$ cat config.mk
export PLATFORM = sky130hd
export DESIGN_NAME = ram_stream_fifo
export DESIGN_NICKNAME = d
export VERILOG_FILES = /design/src/rtl/ram_stream_fifo.sv
export SDC_FILE = /design/constraint.sdc
export NUM_CORES = 1
export LEC_CHECK = 0
export ABC_AREA = 0
export BUFFER_PORTS_ARGS = -buffer_cell sky130_fd_sc_hd__buf_4
export CAP_MARGIN = 5
export CORE_MARGIN = 3
export CORE_UTILIZATION = 44
export CTS_CLUSTER_SIZE = 24
export DETAILED_ROUTE_END_ITERATION = 16
export PLACE_DENSITY_LB_ADDON = 0.2
export REMOVE_ABC_BUFFERS = 1
export SYNTH_ARGS = -nofsm -noshare
export SYNTH_HDL_FRONTEND = slang
export SYNTH_SLANG_ARGS = --single-unit
$ cat constraint.sdc
create_clock -name clk -period 2.5 [get_ports clk]
set_input_delay 0.5 -clock clk [delete_from_list [all_inputs] [get_ports clk]]
set_output_delay 0.5 -clock clk [all_outputs]
set_load 0.02 [all_outputs]
$ cat src/rtl/ram_stream_fifo.sv
// ram_stream_fifo
// Streaming FIFO controller in front of a dual-port RAM with a one-cycle
// registered read. Incoming words are written straight into the RAM. Words
// are prefetched into a 2-entry output queue (q0 = head, q1 = second) so the
// output can sustain one word per cycle despite the read latency.
//
// Handshake semantics (both streams): a transfer ("fire") happens in a cycle
// where valid and ready are both high at the rising edge. A producer holds
// valid and data stable until the fire. ready never depends on valid on the
// same side: in_ready comes from registered state only.
module ram_stream_fifo #(
    parameter int ADDR_WIDTH = 4,
    parameter int DATA_WIDTH = 32,
    parameter int DEPTH      = 16
) (
    input  logic                  clk,
    input  logic                  rst_n,
    input  logic                  in_valid,
    output logic                  in_ready,
    input  logic [DATA_WIDTH-1:0] in_data,
    output logic                  out_valid,
    input  logic                  out_ready,
    output logic [DATA_WIDTH-1:0] out_data,
    output logic [ADDR_WIDTH-1:0] ram_waddr,
    output logic [DATA_WIDTH-1:0] ram_din,
    output logic                  ram_wen,
    output logic [ADDR_WIDTH-1:0] ram_raddr,
    output logic                  ram_ren,
    input  logic [DATA_WIDTH-1:0] ram_dout,
    output logic [ADDR_WIDTH+1:0] count
);

    // ram_cnt must reach DEPTH, so it needs one bit more than an address.
    localparam int CW = ADDR_WIDTH + 1;
    localparam int TW = ADDR_WIDTH + 2;
    localparam logic [CW-1:0] FULL_CNT = CW'(DEPTH);

    // Registered state
    logic [ADDR_WIDTH-1:0] wptr;
    logic [ADDR_WIDTH-1:0] rptr;
    logic [CW-1:0]         ram_cnt;
    logic                  rd_pend;   // a RAM read returns data this cycle
    logic [1:0]            held;      // valid entries in q0/q1
    logic [DATA_WIDTH-1:0] q0;
    logic [DATA_WIDTH-1:0] q1;

    // Per-cycle events
    logic                  in_fire;
    logic                  out_fire;
    logic                  rd_issue;
    logic [1:0]            occ;       // queue slots held or already claimed
    logic [1:0]            slot;      // slot the returning word lands in

    // Handshake outputs and fire detection
    always_comb begin
        in_ready  = rst_n & (ram_cnt != FULL_CNT);
        in_fire   = in_valid & in_ready;
        out_valid = (held != 2'd0);
        out_data  = q0;
        out_fire  = out_valid & out_ready;
    end

    // Read issue: claim a queue slot only if one is free now, or one is
    // being freed by this cycle's output transfer. Gated by reset so no
    // read leaves the block while rst_n is low.
    always_comb begin
        occ      = held + {1'b0, rd_pend};
        rd_issue = rst_n & (ram_cnt != '0) &
                   ((occ < 2'd2) | ((occ == 2'd2) & out_fire));
        slot     = held - {1'b0, out_fire};
    end

    // RAM port drive: write and read address come straight from the pointers
    always_comb begin
        ram_wen   = in_fire;
        ram_waddr = wptr;
        ram_din   = in_data;
        ram_ren   = rd_issue;
        ram_raddr = rptr;
    end

    // Occupancy reported to the outside: RAM + in-flight read + queue
    always_comb begin
        count = TW'(ram_cnt) + TW'(rd_pend) + TW'(held);
    end

    // Pointers and RAM occupancy
    always_ff @(posedge clk) begin
        if (!rst_n) begin
            wptr    <= '0;
            rptr    <= '0;
            ram_cnt <= '0;
        end else begin
            if (in_fire) begin
                wptr <= wptr + 1'b1;
            end
            if (rd_issue) begin
                rptr <= rptr + 1'b1;
            end
            ram_cnt <= ram_cnt + CW'(in_fire) - CW'(rd_issue);
        end
    end

    // In-flight read tracking; reset drops any read still returning
    always_ff @(posedge clk) begin
        if (!rst_n) begin
            rd_pend <= 1'b0;
        end else begin
            rd_pend <= rd_issue;
        end
    end

    // Output queue: shift on output transfer, then capture the returning
    // word into the first slot that is free after that shift.
    always_ff @(posedge clk) begin
        if (!rst_n) begin
            held <= 2'd0;
            q0   <= '0;
            q1   <= '0;
        end else begin
            held <= held + {1'b0, rd_pend} - {1'b0, out_fire};
            if (out_fire) begin
                q0 <= q1;
            end
            if (rd_pend) begin
                if (slot == 2'd0) begin
                    q0 <= ram_dout;
                end else begin
                    q1 <= ram_dout;
                end
            end
        end
    end

endmodule

==> impl_metrics.py <==
metrics = {
    "status": {
        "status": "complete, no violations",
    },
    "global_route": {
        "grt_pass1_wl_um": 14800,
        "grt-ovfl-total": 0,
        "grt_antenna_before_repair": 0,
        "grtUsageTotal": 0.193,
        "grt_pass1_vias": 2986,
        "grt_max_degree": 79,
    },
    "placed_design": {
        "gp_congestion": 0.780,
        "pre_cts_ws_ps": -79.9,
        "place_hpwl_um": 6260,
        "port_buffers": 85,
        "dpl-instance-area_um2": 4290,
    },
    "clock_network": {
        "clock-sinks": 80,
        "cts.clk_slew.worst_paths_ps": 90,
        "insertion_delay_ps": 350,
        "clk_path_buf_depth": 2,
        "cts.htree.levels": 3,
        "cts_tree": "done",
        "cts_buffers": 9,
        "cts-root-buf": "clkbuf_8",
    },
    "logic_synthesis": {
        "synth_warnings": 0,
        "synth_seq_cells": 80,
        "syn_area_um2": 3750,
        "synth_edf_count": 0,
        "avgSynthCellArea_um2": 8.83,
        "ys_seq_area_frac": 0.427,
        "synth_ff_type": "dfxtp_1",
        "synth_cells": 425,
        "yosysUniqueCellTypes": 38,
        "ys_async_sr_fraction": 0,
    },
    "worst_setup_path": {
        "cp_max_fo": 2,
        "cp_data_required_time_ps": 2710,
        "crit_path_end_kind": "flop",
        "cp_data_arrival_time_ps": 2670,
        "path_class": "flop to flop",
        "cp-start-kind": "flop",
    },
    "drt": {
        "vias": 3055,
        "dr.pass1.iters": 4,
        "viasPerCell": 5.14,
        "wirelength_um": 9260,
        "drc_errors": 0,
        "drtIter0Drc": 80,
        "routedWlPerCell_um": 15.6,
        "ant_nets": 0,
    },
    "timing": {
        "tightest_slew_ps": 830,
        "rsz0062_at_grt": "yes",
        "worst_slack_ps": 37.7,
        "fin_crit_sh": 0.985,
        "setup_violations": 0,
        "fin_setup_tns_ps": 0,
        "fin_crit_ps": 2460,
        "slew_headroom": 0.447,
        "max_clock_freq_mhz": 406,
        "skew_ps": 13.8,
        "hold_viol_final": 0,
        "slew_viol_final": 0,
    },
    "pwr": {
        "sequentialPowerShare": 0.328,
        "power_density_nw_per_um2": 1270,
        "power.internal_mw": 3.46,
        "vdd_ir_drop_max_mv": 0.487,
        "p_total_mw": 5.79,
        "comb_power_share": 0.497,
        "switching_share": 0.401,
        "p_sw_mw": 2.32,
        "clkPwrFrac": 0.175,
        "power_leakage_nw": 2.07,
    },
    "finish": {
        "area_growth_pct": 21.5,
        "register_area_um2": 1600,
        "multi_input_area_um2": 1760,
        "drive_above_1_share": 0.284,
        "nets": 568,
        "fillers": 807,
        "num_antenna_cells": 0,
        "fin_area_um2": 4560,
    },
    "floorplanning": {
        "die_w_um": 98.4,
        "die_y_um": 98.4,
        "die_area_um2": 9670,
        "initial_utilization": 0.455,
        "core_area_um2": 8260,
        "num_rows": 33,
        "io_pins": 150,
    },
    "run": {
        "cap_violations": 0,
    },
    "min_path": {
        "hp-class": "input pin to flop",
    },
}
-- final cells by class --
cell class                      instances  share of cell area
Multi-Input combinational cell        274               0.386
Sequential cell                        80               0.352
Timing Repair Buffer                  104               0.175
Clock buffer                           10              0.0302
Tap cell                              105              0.0288
Clock inverter                          6              0.0162
Inverter                               15              0.0123
-- cells in the mapped netlist (all sizes together) (2+ instances only) --
master	count	area share
nor2b	3	0.0050
clkbuf	12	0.012
and2	2	0.0033
fa	3	0.016
o21ai	5	0.0067
ha	13	0.043
nor2	43	0.043
xnor2	8	0.019
a21oi	38	0.051
mux2i	32	0.085
or4	2	0.0040
dfxtp	80	0.43
nand2	70	0.072
inv	15	0.015
nand2b	2	0.0033
o31ai	2	0.0040
xor2	2	0.0047
nor3	3	0.0040
buf	44	0.087
a211oi	32	0.064
or3	2	0.0033
nand3	2	0.0027
-- routing by layer --
metal | GRT usage | up-vias | wire, um
li1 | - | 1518 | -
met1 | 0.244 | 1419 | 4210
met2 | 0.290 | 107 | 4080
met3 | 0.0893 | 11 | 858
met4 | 0.0641 | 0 | 111
met5 | 0.0359 | - | 0
-- critical path, stage by stage, from the launching register on --
cell and delay (ps):
dfxtp_2 350, ha_4 260, and3b_1 170, o22ai_2 210
nor3_2 80, ha_1 280, inv_1 40, ha_2 180
fa_2 350, a21oi_2 120, o21bai_1 80, xor2_1 150
nor2_1 50
-- placed cells by master, fill, tap and decap left out, types with 2 or more instances in the layout --
master and n:
ha_1 11, o31ai_1 2, nor3_1 2, clkinvlp_4 2, buf_4 102, nand2b_1 2, nor2b_1 2, a21oi_1 37
fa_2 3, mux2i_1 32, and2_1 2, dfxtp_1 78, or4_1 2, nor2_1 43, inv_6 2, dfxtp_2 2
inv_2 2, xor2_1 2, clkbuf_8 10, a211oi_1 32, xnor2_1 8, nand2_1 69, inv_1 13, nand3_1 2
o21ai_0 4
-- through the flow --
step	utilization	std cells	hold WS [ps]
final	0.552	594	390
after global routing	0.552	594	380
after CTS	0.548	593	375
after detailed placement	0.519	575	446
after global placement	0.519	575	441
after floorplan	-	369	436
-- cell families after synthesis --
family,count (synthesis),synth area share
simple gates,135,0.156
flops,80,0.427
xor+xnor,10,0.0233
buf+inv,71,0.114
compound gates,81,0.135
mux,32,0.0853
fa+ha+maj,16,0.0593
-- what timing repair did --
item	4_1_cts	5_1_grt
hold buffers	0	0
buffers inserted	2	1
endpoints found under the setup margin	1	7
pin swaps	3	8
resized for setup	3	9
-- worst paths after layout --
path / startpoint / end / slack, ps / depth (start not counted)
worst min-delay path: ram_dout[8] / q1[8] / 390 / 3
worst min register to register: q1[11] / q1[11] / 460 / 2
worst max register to register: rd_pend / ram_cnt[4] / 40 / 12
worst max-delay path: rd_pend / ram_cnt[4] / 40 / 12
-- power by group through the flow --
| stage | clock [mW] | sequential, mW | combinational [mW] |
|---|---|---|---|
| after floorplan | 0 | 2.20 | 1.42 |
| after global placement | 0 | 1.91 | 2.74 |
| after detailed placement | 0 | 1.92 | 2.80 |
| after CTS | 1.04 | 1.89 | 2.87 |
| after global routing | 1.10 | 1.95 | 3.16 |
| final | 1.01 | 1.90 | 2.87 |
-- registers in the layout (all words and copies together) (netlist names) --
signal	count
q1	32
ram_raddr	4
held	2
ram_cnt	5
out_data	32
rd_pend	1
ram_waddr	4
(Power assumes the default switching activity.)
